===== src/rtl/apb_periph_demux.sv =====
// ---------------------------------------------------------------------------
// apb_periph_demux
//   Bridges one upstream APB requester to NUM_SLV downstream APB slaves.
//   An upstream ACCESS phase is captured, decoded against per-slave
//   base/mask windows, and replayed downstream as a fresh SETUP/ACCESS pair.
//   The slave's response is registered and returned upstream for one cycle.
//
// Ports
//   clk_i, rst_i          : clock, synchronous active-high reset
//   paddr_i .. penable_i  : upstream APB request
//   prdata_o, pready_o,
//   pslverr_o             : upstream APB response (valid only in RESP)
//   m_paddr_o .. m_penable_o : shared downstream request, m_psel_o one-hot
//   m_prdata_i, m_pready_i,
//   m_pslverr_i           : per-slave downstream responses
//   slv_en_i              : per-slave enable (disabled slave = decode miss)
//   timeout_o             : one-cycle pulse when a slave times out
//   err_cnt_o             : saturating count of error responses
// ---------------------------------------------------------------------------
module apb_periph_demux #(
    parameter int NUM_SLV    = 7,
    parameter int ADDR_WIDTH = 32,
    parameter int DATA_WIDTH = 32,
    parameter int TIMEOUT    = 255,
    parameter logic [NUM_SLV-1:0][ADDR_WIDTH-1:0] SLV_BASE = '0,
    parameter logic [NUM_SLV-1:0][ADDR_WIDTH-1:0] SLV_MASK = '1
) (
    input  logic                               clk_i,
    input  logic                               rst_i,
    input  logic [ADDR_WIDTH-1:0]              paddr_i,
    input  logic [DATA_WIDTH-1:0]              pwdata_i,
    input  logic                               pwrite_i,
    input  logic                               psel_i,
    input  logic                               penable_i,
    output logic [DATA_WIDTH-1:0]              prdata_o,
    output logic                               pready_o,
    output logic                               pslverr_o,
    output logic [ADDR_WIDTH-1:0]              m_paddr_o,
    output logic [DATA_WIDTH-1:0]              m_pwdata_o,
    output logic                               m_pwrite_o,
    output logic [NUM_SLV-1:0]                 m_psel_o,
    output logic                               m_penable_o,
    input  logic [NUM_SLV-1:0][DATA_WIDTH-1:0] m_prdata_i,
    input  logic [NUM_SLV-1:0]                 m_pready_i,
    input  logic [NUM_SLV-1:0]                 m_pslverr_i,
    input  logic [NUM_SLV-1:0]                 slv_en_i,
    output logic                               timeout_o,
    output logic [15:0]                        err_cnt_o
);

    // A zero TIMEOUT still needs a 1-bit counter to keep the declarations legal.
    localparam int TCW = (TIMEOUT > 0) ? $clog2(TIMEOUT + 1) : 1;
    localparam logic [TCW-1:0] TMAX = TCW'(TIMEOUT);

    typedef enum logic [1:0] {IDLE, SETUP, ACCESS, RESP} state_e;

    state_e                  state_q, state_d;
    logic [ADDR_WIDTH-1:0]   addr_q, addr_d;
    logic [DATA_WIDTH-1:0]   wdata_q, wdata_d;
    logic                    write_q, write_d;
    logic [NUM_SLV-1:0]      sel_q, sel_d;
    logic [DATA_WIDTH-1:0]   rdata_q, rdata_d;
    logic                    slverr_q, slverr_d;
    logic                    abort_q, abort_d;
    logic [TCW-1:0]          tcnt_q, tcnt_d;
    logic [15:0]             err_cnt_q, err_cnt_d;

    logic                    dec_hit;
    logic [NUM_SLV-1:0]      dec_oh;
    logic [DATA_WIDTH-1:0]   slv_rdata;
    logic                    slv_ready;
    logic                    slv_err;
    logic                    active;

    // Priority decode: the first enabled window that matches wins.
    always_comb begin
        dec_hit = 1'b0;
        dec_oh  = '0;
        for (int i = 0; i < NUM_SLV; i++) begin
            if (!dec_hit && slv_en_i[i] && ((paddr_i & SLV_MASK[i]) == SLV_BASE[i])) begin
                dec_hit   = 1'b1;
                dec_oh[i] = 1'b1;
            end
        end
    end

    // Response of the currently selected slave (sel_q is one-hot or zero).
    always_comb begin
        slv_rdata = '0;
        for (int i = 0; i < NUM_SLV; i++) begin
            if (sel_q[i]) begin
                slv_rdata = slv_rdata | m_prdata_i[i];
            end
        end
    end

    assign slv_ready = |(m_pready_i & sel_q);
    assign slv_err   = |(m_pslverr_i & sel_q);

    always_comb begin
        state_d   = state_q;
        addr_d    = addr_q;
        wdata_d   = wdata_q;
        write_d   = write_q;
        sel_d     = sel_q;
        rdata_d   = rdata_q;
        slverr_d  = slverr_q;
        abort_d   = abort_q;
        tcnt_d    = tcnt_q;
        err_cnt_d = err_cnt_q;
        timeout_o = 1'b0;

        case (state_q)
            IDLE: begin
                rdata_d  = '0;
                slverr_d = 1'b0;
                abort_d  = 1'b0;
                if (psel_i && penable_i) begin
                    addr_d  = paddr_i;
                    wdata_d = pwdata_i;
                    write_d = pwrite_i;
                    sel_d   = dec_oh;
                    if (dec_hit) begin
                        state_d = SETUP;
                    end else begin
                        slverr_d = 1'b1;
                        state_d  = RESP;
                    end
                end
            end
            SETUP: begin
                tcnt_d  = '0;
                state_d = ACCESS;
                if (!psel_i) abort_d = 1'b1;
            end
            ACCESS: begin
                // Requester walked away: finish downstream, but stay silent upstream.
                if (!psel_i) abort_d = 1'b1;
                // A ready slave beats a timeout that fires in the same cycle.
                if (slv_ready) begin
                    rdata_d  = slv_rdata;
                    slverr_d = slv_err;
                    state_d  = RESP;
                end else if ((TIMEOUT > 0) && (tcnt_q == TMAX)) begin
                    timeout_o = 1'b1;
                    rdata_d   = '0;
                    slverr_d  = 1'b1;
                    state_d   = RESP;
                end else if (tcnt_q != TMAX) begin
                    tcnt_d = tcnt_q + 1'b1;
                end
            end
            RESP: begin
                state_d = IDLE;
            end
            default: begin
                state_d = IDLE;
            end
        endcase

        if ((state_d == RESP) && (state_q != RESP) && slverr_d && (err_cnt_q != 16'hFFFF)) begin
            err_cnt_d = err_cnt_q + 16'd1;
        end
    end

    always_ff @(posedge clk_i) begin
        if (rst_i) begin
            state_q   <= IDLE;
            sel_q     <= '0;
            slverr_q  <= 1'b0;
            abort_q   <= 1'b0;
            tcnt_q    <= '0;
            err_cnt_q <= '0;
        end else begin
            state_q   <= state_d;
            sel_q     <= sel_d;
            slverr_q  <= slverr_d;
            abort_q   <= abort_d;
            tcnt_q    <= tcnt_d;
            err_cnt_q <= err_cnt_d;
        end
    end

    // Payload registers carry no reset; every output they feed is gated by state.
    always_ff @(posedge clk_i) begin
        addr_q  <= addr_d;
        wdata_q <= wdata_d;
        write_q <= write_d;
        rdata_q <= rdata_d;
    end

    assign active      = (state_q == SETUP) || (state_q == ACCESS);
    assign m_psel_o    = active ? sel_q : '0;
    assign m_penable_o = (state_q == ACCESS);
    assign m_paddr_o   = active ? addr_q : '0;
    assign m_pwdata_o  = active ? wdata_q : '0;
    assign m_pwrite_o  = active & write_q;

    assign pready_o    = (state_q == RESP) && !abort_q;
    assign prdata_o    = pready_o ? rdata_q : '0;
    assign pslverr_o   = pready_o & slverr_q;
    assign err_cnt_o   = err_cnt_q;

endmodule


===== config.mk =====
export PLATFORM = sky130hd
export DESIGN_NAME = apb_periph_demux
export DESIGN_NICKNAME = d
export VERILOG_FILES = /design/src/rtl/apb_periph_demux.sv
export SDC_FILE = /design/constraint.sdc
export NUM_CORES = 1
export LEC_CHECK = 0
export ABC_AREA = 1
export BUFFER_PORTS_ARGS = -buffer_cell sky130_fd_sc_hd__buf_4
export CORE_AREA = 2 2 168 170
export CTS_BUF_LIST = sky130_fd_sc_hd__clkbuf_4
export DETAILED_ROUTE_END_ITERATION = 7
export DIE_AREA = 0 0 170 172
export HOLD_SLACK_MARGIN = 0.06
export PLACE_DENSITY = 0.6
export SLEW_MARGIN = 20
export SYNTH_ARGS = -nofsm -noshare
export SYNTH_HDL_FRONTEND = slang
export SYNTH_SLANG_ARGS = --single-unit

===== constraint.sdc =====
create_clock -name clk_i -period 5.9 [get_ports clk_i]
set_input_delay 0.59 -clock clk_i [delete_from_list [all_inputs] [get_ports clk_i]]
set_output_delay 0.59 -clock clk_i [all_outputs]
set_load 0.01 [all_outputs]

=== Yosys cells after proc, flatten, opt, wreduce, memory -nomap -nowiden ===
Cells that the tools add are included.

* Reductions and logical operators: 38
* Mux-type cells: 46
* Bitwise gates (word level): 10
* $add $sub $neg: 2
* Eq/ne operators: 13

{| class="wikitable"
|+ Operator list
! operator !! count
|-
| $mux W32 || 12
|-
| $or A32 B32 Y32 || 6
|-
| $pmux W32 S2 || 1
|-
| $logic_not A32 Y1 || 1
|-
| $mux W8 || 3
|-
| $mux W1 || 21
|-
| $logic_and A1 B1 Y1 || 18
|-
| $add A16 B1 Y16 const B || 1
|-
| $ne A16 B16 Y1 const B || 1
|-
| $pmux W8 S2 || 1
|-
| $and A7 B7 Y7 || 2
|-
| $reduce_or A7 Y1 || 2
|-
| $add A8 B1 Y8 const B || 1
|-
| $eq A8 B8 Y1 const B || 1
|-
| $mux W2 || 4
|-
| $ne A2 B2 Y1 const B || 4
|-
| $ne A8 B8 Y1 const B || 1
|-
| $pmux W2 S4 || 1
|-
| $logic_not A1 Y1 || 7
|-
| $mux W7 || 1
|-
| $eq A2 B2 Y1 const B || 3
|-
| $reduce_and A2 Y1 || 3
|-
| $reduce_bool A2 Y1 || 3
|-
| $pmux W1 S2 || 2
|-
| other kinds (8) || 9
|}

* Logic and storage cells: 119
* Flip-flop bits (word level): 132
* Input bits: 314

=== Longest topological paths before layout ===
Gate-level depths: netlist (run 1).

* Depth after elaboration: 34
* Gate-level depth with buffers: 14
* Mapped depth without buffers: 13

=== Worst setup path before layout (run 1) ===
OpenSTA, ideal clock, no wires.

* Path kind: reg2reg
* Start point: register state_q[0]
* End point: register sel_q[1]
* Period minus slack after synthesis: 3.276 ns
* Path buffers: 1
* Slack: 2.624 ns
* Cell stages (with the launch flop): 8
* Required time: 5.802 ns
* Arrival: 3.179 ns
* Path through: dfxtp_1 -> inv_1 -> ha_1 -> inv_2 -> nor2_4 -> clkbuf_1 -> o21ai_0 -> a21oi_1

* Word-level cells in the longest chain between the ends: 2

{| class="wikitable"
|+ Ends and longest elaborated chain
! what !! line !! source
|-
| start, declared || 57 || <nowiki>state_e state_q, state_d;</nowiki>
|-
| start signal, assigned || 175 || <nowiki>state_q <= state_d;</nowiki>
|-
| $logic_not A2 Y1 || 113 || <nowiki>case (state_q)</nowiki>
|-
| $reduce_and A2 Y1 (no line) || - ||
|-
| end signal, assigned || 176 || <nowiki>sel_q <= sel_d;</nowiki>
|-
| end, declared || 61 || <nowiki>logic [NUM_SLV-1:0] sel_q, sel_d;</nowiki>
|}

Every way passes these cells.
A chain may end at the register's enable or synchronous reset.

=== Worst setup path after layout (run 1) ===
* Start point: register state_q[0]
* End point: register err_cnt_q[5] (netlist: err_cnt_o[5])

* Word-level cells in the longest chain between the ends: 7

{| class="wikitable"
|+ Ends and longest elaborated chain
! what !! line !! source
|-
| $mux W2 || 144 || <nowiki>end else if ((TIMEOUT > 0) && (tcnt_q == TMAX)) begin</nowiki>
|-
| $mux W2 || 140 || <nowiki>if (slv_ready) begin</nowiki>
|-
| $pmux W2 S4 || 113 ||
|-
| $eq A2 B2 Y1 || 161 || <nowiki>if ((state_d == RESP) && (state_q != RESP) && slverr_d && (err_cnt_q != 16'hFFFF)) begin</nowiki>
|-
| $logic_and A1 B1 Y1 || 161 ||
|-
| $logic_and A1 B1 Y1 * (2 in series) || 161 ||
|-
| end signal, assigned || 180 || <nowiki>err_cnt_q <= err_cnt_d;</nowiki>
|-
| end, declared || 66 || <nowiki>logic [15:0] err_cnt_q, err_cnt_d;</nowiki>
|}

Mark *: on every way between the ends. The rest lies on a longest branch, timed or not.

==> results.txt, run 1 <==
status - complete, no violations
maximum clock frequency - 308 MHz
IO Pins - 438
CP arrival - 3.67 ns
CP max stage cell - buf_4
RD Place Congestion - 0.883
crit-path cells - inv_1, ha_2, inv_2, nor2_4, buf_4, inv_2, a21oi_4, nand4_4, a21oi_4, nand3_2, nand2_1, a21oi_1
Worst R2R Setup Slack - 2.65 ns
RSZ-0062 raised after global routing - false
worst flop-to-flop path endpoint - err_cnt_o[5]
Clock power frac - 19.6%
Peak VDD IR - 0.214 mV
Slew @ Worst Pin - 0.975 ns
PD cells - 308 mW/mm^2
most frequent cell after synthesis - nand2_1
r2r worst-path depth - 12
Die ar. - 0.0292 sq mm
area of the multi-input gates - 0.00299 sq mm
Worst Path Class, Setup - flip-flop to flip-flop
WL/cell - 18.1 um
post-CTS sizing - 0
Post-Layout Cell Count - 1667
CTS tree - yes
Worst Path Required - 6.32 ns
Synth Flop Type - edfxtp_1
total gr overflow - 0
drt drc - 0
I/O Buffers - 437
Buf+Inv Stages, Crit Path - 4
post-synthesis async set-or-reset flop share - 0%
vias in the first global route - 7446
top cells by area, synth - edfxtp_1 (40%), nand2_1 (13%), dfxtp_1 (9.5%), inv_1 (7.1%), nor2_1 (4.5%)
worst skew pair latency - 0.53 ns
NetSw - 1.37 mW
Detail Route Antenna Nets - 0
fin nets - 1622
Commonest cells post-synth - nand2_1 (262), inv_1 (140), edfxtp_1 (97)
hold endpoint - wdata_q[6]
fin util - 41.0%
share of power burned in registers - 38.0%
post-synth top area share - 39.6%
final period utilization - 55.1%
reg2reg start - state_q[0]
wire length of the first global-routing pass - 43300 um
# fillers - 2851
synthesized instance count - 891
root buffer cell - clkbuf_4
Seq. cell area - 0.00362 sq mm
Syn Nets - 1210
Unique masters post-synth - 37
largest net degree at the start of global routing - 79
First-pass DRT Iterations - 5
clk sinks - 132
Die Ht - 172 um
total design power - 3.47 mW
setup TNS - 0 ns
Sw Share - 39.4%
Critical Path Source Type - flip-flop
cell-internal power - 2.10 mW
synthesized area - 0.00736 sq mm
Final Slew Violations - 0
leakage power - 5.35 nW
CTS Buf Count - 17
Inst Count DP - 1629
hold buffers post-CTS - 0
Gate power share - 42.3%
family with the most delay on the worst path - buffers and inverters
max-cap violation count - 0
HP Start - pwdata_i[6]
slew margin rel. - 35.0%
Min Clock Period, post-route - 3.25 ns
final hold vios - 0
Final setup violation count - 0
fraction of layout cells with a size suffix above 1 - 38.6%
max incr delay on CP - 0.70 ns
Synth warnings - 0
row cnt - 61
clk_skew - 0.0279 ns
chip width - 170 um
GRT Resource Usage Total - 19.6%
sequential share of the synthesized area - 49.1%
Hold Path Depth - 1
worst min-delay path class - input pin to flip-flop
largest area contributor in the netlist - edfxtp_1
vias per inst - 4.73
CTS clk-pin slew, worst paths - 0.15 ns
H-tree Lvls - 4
Seq cells post-synth - 132
via count - 7884
Worst Path Max Fanout - 78
core box area - 0.0275 sq mm
number of antenna violations at the first check in global routing - 5
wirelength, routed - 30200 um
EDFF count, synth - 97
CTS Buffer Depth - 2
area delta synth->final - 53.1%
Synth Area per Inst - 8.26 sq um
Detail Placement HPWL - 23300 um
post-CTS setup buffers - 0
Worst setup EP type - flip-flop
initial DRC count - 435
Initial Util - 26.8%
==> power groups by stage <==
stage	sequential (mW)	clock [mW]	combinational, mW
global route	1.34	0.743	1.60
finish	1.32	0.681	1.47
detailed placement	1.35	0	1.45
global placement	1.34	0	1.44
CTS	1.33	0.712	1.45
floorplan	1.28	0	0.812
==> worst max path at each step <==
stage	start	end	slack [ns]	cells past startpoint
3_5_place_dp	psel_i	err_cnt_o[5]	2.51	11
6_report	state_q[0]	err_cnt_o[5]	2.65	12
5_1_grt	state_q[0]	err_cnt_o[0]	2.30	13
4_1_cts	state_q[0]	err_cnt_o[5]	2.58	12
3_3_place_gp	psel_i	err_cnt_o[0]	2.59	12
2_1_floorplan	state_q[0]	sel_q[1]	2.62	7
==> final cells by class <==
cell class / instances / share of cell area, %
flip-flops and latches: 132 / 32.2
clock inverters: 15 / 1.65
well taps: 346 / 3.84
diodes: 5 / 0.111
multi-input cells: 564 / 26.5
inverters: 144 / 4.80
clock buffers: 17 / 1.13
repair buffers: 444 / 29.8
==> worst reg2reg max path: cells and delay by family, from the launching register on <==
family / cells / cell delay, ns
buf+inv: 4 / 1.03
compound gates: 3 / 0.79
simple gates: 4 / 0.74
flops: 1 / 0.35
fa+ha+maj: 1 / 0.24
==> routing by layer <==
metal	vias up	track usage (%)	wire, um
li1	3818	-	-
met1	3657	23.5	12100
met4	2	8.70	940
met3	47	5.24	2500
met5	-	0	13
met2	360	33.0	14700
==> per-stage QoR <==
stage / hold WS (ns) / worst slack, ns / cell area [sq um]
after global routing: 0.140 / 2.30 / 11300
after global placement: 0.435 / 2.59 / 10900
final: 0.220 / 2.65 / 11300
after CTS: 0.143 / 2.58 / 11200
after floorplan: 0.421 / 2.62 / 7360
after detailed placement: 0.437 / 2.51 / 10900
==> flip-flops by register name (all words and copies together), names as in the netlist <==
| signal | cells |
|---|---|
| rdata_q | 32 |
| wdata_q | 32 |
| tcnt_q | 8 |
| slverr_q | 1 |
| addr_q | 32 |
| sel_q | 7 |
| err_cnt_o | 16 |
| state_q | 2 |
| abort_q | 1 |
| write_q | 1 |
==> logic make-up after synthesis <==
logic type	Yosys count	share of synthesized area, %
XOR/XNOR	9	1.07
AND/OR/NAND/NOR	412	23.6
buffers and inverters	195	10.5
adder cells (fa/ha/maj)	5	0.850
flip-flops	132	49.1
AO/OA/AOI/OAI	138	14.9
==> cell usage in the layout, fill, tap and decap left out, types with 5 or more instances in the layout <==
master	n
buf_4	443
nand2_1	262
inv_1	140
edfxtp_1	97
nor2_1	89
a221oi_1	32
a41oi_1	31
dfxtp_1	28
nand4_1	27
a22o_1	25
a21oi_1	24
clkbuf_4	17
nand3_1	15
a31oi_1	9
o21ai_0	8
dfxtp_2	7
xor2_1	6
inv_6	6
diode_2	5
(Power assumes the default switching activity.)
==> run 2, diff against run 1 <==
CORE_AREA = 2 2 170 172   (was 2 2 168 170)
DIE_AREA = 0 0 172 174   (was 0 0 170 172)
PLACE_DENSITY = 0.59   (was 0.6)
clock period = 3.2 ns   (was 5.9 ns; I/O delays follow)
==> results.txt, run 2 (synthesis results as in run 1) <==
status - complete, no violations
Detail Placement HPWL - 23400 um
Peak VDD IR - 0.322 mV
number of antenna violations at the first check in global routing - 7
Die Ht - 174 um
area delta synth->final - 63.2%
slew margin rel. - 36.9%
Die ar. - 0.0299 sq mm
hold buffers post-CTS - 69
DP Area - 0.0110 sq mm
final period utilization - 85.4%
worst min-delay path class - input pin to flip-flop
total gr overflow - 0
via count - 8211
crit-path cells - inv_1, ha_2, buf_4, nand2_1, inv_1, buf_4
IO Pins - 438
worst flop-to-flop path endpoint - err_cnt_o[2]
clk_skew - 0.0288 ns
Seq. cell area - 0.00362 sq mm
share of power burned in registers - 37.1%
Initial Util - 26.1%
maximum clock frequency - 366 MHz
Worst Path Required - 2.88 ns
largest net degree at the start of global routing - 78
WL/cell - 17.4 um
CP arrival - 2.41 ns
setup TNS - 0 ns
RSZ-0062 raised after global routing - false
Clock power frac - 18.3%
chip width - 172 um
critical path depth in cells - 6
Gate power share - 44.6%
leakage power - 5.66 nW
NetSw - 2.54 mW
vias per inst - 4.61
Slew @ Worst Pin - 0.947 ns
vias in the first global route - 8138
wirelength, routed - 31100 um
area of the multi-input gates - 0.00299 sq mm
max-cap violation count - 0
Min Clock Period, post-route - 2.73 ns
Sw Share - 40.0%
CTS clk-pin slew, worst paths - 0.12 ns
Critical Path Source Type - flip-flop
CP max stage cell - buf_4
final hold vios - 0
PD cells - 530 mW/mm^2
post-CTS sizing - 0
Worst setup EP type - primary output
Layout Cell Area excl Fill - 0.0120 sq mm
fraction of layout cells with a size suffix above 1 - 37.0%
most frequent cells in the layout - buf_4 (450), nand2_1 (262), inv_1 (140)
Detail Route Antenna Nets - 0
Inst Count DP - 1674
Worst Path Max Fanout - 73
family with the most delay on the worst path - buffers and inverters
reg2reg start - tcnt_q[0]
cell-internal power - 3.82 mW
Worst R2R Setup Slack - 0.74 ns
Buf+Inv Stages, Crit Path - 4
Final Slew Violations - 0
core box area - 0.0282 sq mm
worst skew pair latency - 0.54 ns
root buffer cell - clkbuf_4
max incr delay on CP - 0.56 ns
initial DRC count - 444
# fillers - 2883
clk sinks - 132
First-pass DRT Iterations - 5
post-CTS setup buffers - 0
Regs by FF count - addr_q x32, rdata_q x32, wdata_q x32
Post-Layout Cell Count - 1782
CTS tree - yes
CTS Buffer Depth - 2
wire length of the first global-routing pass - 45400 um
fin nets - 1697
commonest non-fill, non-tap cell in the layout - buf_4
I/O Buffers - 437
RD Place Congestion - 0.901
CP startpoint - state_q[1]
r2r worst-path depth - 10
GRT Resource Usage Total - 20.0%
Worst Path Class, Setup - flip-flop to primary output
H-tree Lvls - 4
CTS Buf Count - 17
Final setup violation count - 0
Hold WS - 0.135 ns
row cnt - 62
total design power - 6.37 mW
worst setup path end - m_paddr_o[7]
drt drc - 0
run 2: changes by cell type in the layout (fill, tap and decap cells not counted), sizes merged:
cell and delta:
inv -2, diode +2, dlygate4sd3 +69, bufinv -1, clkinv +5, clkinvlp -2, buf +6
run 2: metrics by stage:
step | util, % | setup slack (ns)
3_5_place_dp | 39.0 | 0.728
6_report | 42.5 | 0.467
3_3_place_gp | 39.0 | 0.846
5_1_grt | 42.5 | 0.246
4_1_cts | 42.5 | 0.386
2_1_floorplan | - | 0.268
run 2: layer usage:
layer / share of wire (%) / vias to the layer above / GRT usage, %
li1: - / 3975 / -
met4: 2.8 / 0 / 7.56
met5: 0 / - / 0
met3: 7.8 / 45 / 4.83
met2: 49 / 369 / 34.8
met1: 41 / 3822 / 23.7
run 2: area by class of cell:
type | count | area share, %
repair buffers | 519 | 33.9
flip-flops and latches | 132 | 30.2
multi-input cells | 564 | 24.9
inverters | 144 | 4.50
well taps | 384 | 4.00
clock inverters | 15 | 1.35
clock buffers | 17 | 1.06
diodes | 7 | 0.146
run 2: worst min-delay path by stage:
stage                startpoint        end  slack, ns  cells past startpoint
detailed placement    tcnt_q[4]  tcnt_q[4]       0.45                      2
floorplan            paddr_i[0]  addr_q[0]       0.42                      0
global placement      tcnt_q[4]  tcnt_q[4]       0.43                      2
CTS                 slv_en_i[5]   sel_q[5]       0.07                      3
finish              slv_en_i[5]   sel_q[5]       0.14                      3
global route        slv_en_i[5]   sel_q[5]       0.09                      3
run 2: worst min-delay path, stage by stage:
cell and delay (ns):
buf_4 0.12, nand4_1 0.11, a21oi_1 0.07
run 2: power by group through the flow:
| stage | sequential (mW) | clock, mW | combinational, mW |
|---|---|---|---|
| global route | 2.39 | 1.31 | 3.12 |
| floorplan | 2.35 | 0 | 1.50 |
| CTS | 2.36 | 1.23 | 2.87 |
| global placement | 2.39 | 0 | 2.78 |
| detailed placement | 2.40 | 0 | 2.79 |
| finish | 2.36 | 1.17 | 2.84 |
==> run 3, diff against run 2 <==
SETUP_SLACK_MARGIN = 0.5   (was unset)
==> results.txt, run 3 (synthesis results as in run 1) <==
final hold vios - 0
Seq. cell area - 0.00362 sq mm
Min Clock Period, post-route - 2.43 ns
fin nets - 1702
status - complete, no violations
drt drc - 0
max-cap violation count - 0
fin util - 42.8%
commonest non-fill, non-tap cell in the layout - buf_4
wire length of the first global-routing pass - 46800 um
Hold WS - 0.142 ns
Initial Util - 26.1%
chip width - 172 um
final period utilization - 75.9%
HP Start - slv_en_i[3]
Final setup violation count - 0
Worst setup EP type - primary output
CTS clk-pin slew, worst paths - 0.14 ns
CTS tree - yes
Slew @ Worst Pin - 0.995 ns
RSZ-0062 raised after global routing - false
CTS Buf Count - 17
worst skew pair latency - 0.55 ns
initial DRC count - 497
worst min-delay path class - input pin to flip-flop
maximum clock frequency - 412 MHz
total design power - 6.47 mW
CP arrival - 2.11 ns
Final Slew Violations - 0
I/O Buffers - 437
slew margin rel. - 33.7%
Worst Path Max Fanout - 13
area delta synth->final - 64.1%
fraction of layout cells with a size suffix above 1 - 37.1%
H-tree Lvls - 4
via count - 8308
# fillers - 2893
Die ar. - 0.0299 sq mm
largest net degree at the start of global routing - 78
CP startpoint - state_q[1]
area of the multi-input gates - 0.00300 sq mm
most frequent cells in the layout - buf_4 (451), nand2_1 (262), inv_1 (139)
post-CTS setup buffers - 0
vias in the first global route - 8066
CTS Buffer Depth - 2
Critical Path Source Type - flip-flop
GRT Resource Usage Total - 20.8%
number of antenna violations at the first check in global routing - 6
row cnt - 62
Peak VDD IR - 0.341 mV
root buffer cell - clkbuf_4
reg2reg start - tcnt_q[0]
clk_skew - 0.0315 ns
Detail Route Antenna Nets - 0
RD Place Congestion - 0.861
total gr overflow - 0
final worst slack - 0.772 ns
PD cells - 536 mW/mm^2
vias per inst - 4.65
wirelength, routed - 32300 um
Worst Path Class, Setup - flip-flop to primary output
leakage power - 5.68 nW
First-pass DRT Iterations - 5
Detail Placement HPWL - 24300 um
setup TNS - 0 ns
IO Pins - 438
Die Ht - 174 um
core box area - 0.0282 sq mm
WL/cell - 18.1 um
Place WS - 0.799 ns
Regs by FF count - addr_q x32, rdata_q x32, wdata_q x32
Worst Path Required - 2.88 ns
clk sinks - 132
run 3: cell types whose count changed in the layout (fill, tap and decap cells not counted):
cell           previous run  this run
inv_6                     3         8
clkinv_8                  0         6
dlygate4sd3_1            69        71
clkinv_4                  7         0
buf_4                   450       451
inv_2                     4         5
bufinv_16                 1         0
buf_12                    0         1
inv_1                   140       139
diode_2                   7         6
a21oi_2                   0         1
inv_8                     4         1
run 3: final cells by class:
cell class / count / area share [%]
repair buffers: 523 / 34.1
diodes: 6 / 0.124
flip-flops and latches: 132 / 30.0
multi-input cells: 565 / 24.8
clock inverters: 15 / 1.48
well taps: 384 / 3.98
inverters: 144 / 4.47
clock buffers: 17 / 1.06
run 3: report_power, final:
part / switching (mW) / leakage, nW / internal, mW
clock network: 0.818 / 0.162 / 0.371
logic: 1.72 / 4.28 / 1.19
registers: 0.135 / 1.24 / 2.24
run 3: per-layer routing:
metal	GRT usage [%]	vias to the layer above	share of wire, %	routed length [um]
met5	0	-	0	0
met4	8.26	0	2.9	930
met3	4.71	46	7.2	2310
met2	36.0	347	50	16100
met1	24.8	3932	40	13000
li1	-	3983	-	-
run 3: final timing paths:
path | end | slack [ns] | cells past startpoint
worst min-delay path | sel_q[5] | 0.14 | 4
worst max register to register | err_cnt_o[0] | 0.89 | 11
worst max-delay path | prdata_o[12] | 0.77 | 7
worst min register to register | tcnt_q[4] | 0.46 | 2
run 3: timing repair:
item / in CTS / in global routing
gates resized for setup: 0 / 1
hold endpoints to repair: 83 / 0
hold buffers: 71 / 0
endpoints found under the setup margin: 0 / 9
run 3: worst max-delay path, stage by stage, from the launching register on:
cell and delay (ns):
dfxtp_1 0.40, ha_1 0.16, inv_1 0.06, nor2_1 0.15, inv_2 0.16, buf_4 0.23
nor2_1 0.24, buf_4 0.18
run 3: metrics by stage:
stage,instance area (sq um),cells
after floorplan,7370,891
after global placement,11000,1676
after detailed placement,11000,1676
after CTS,12100,1779
after global routing,12100,1786
final,12100,1786
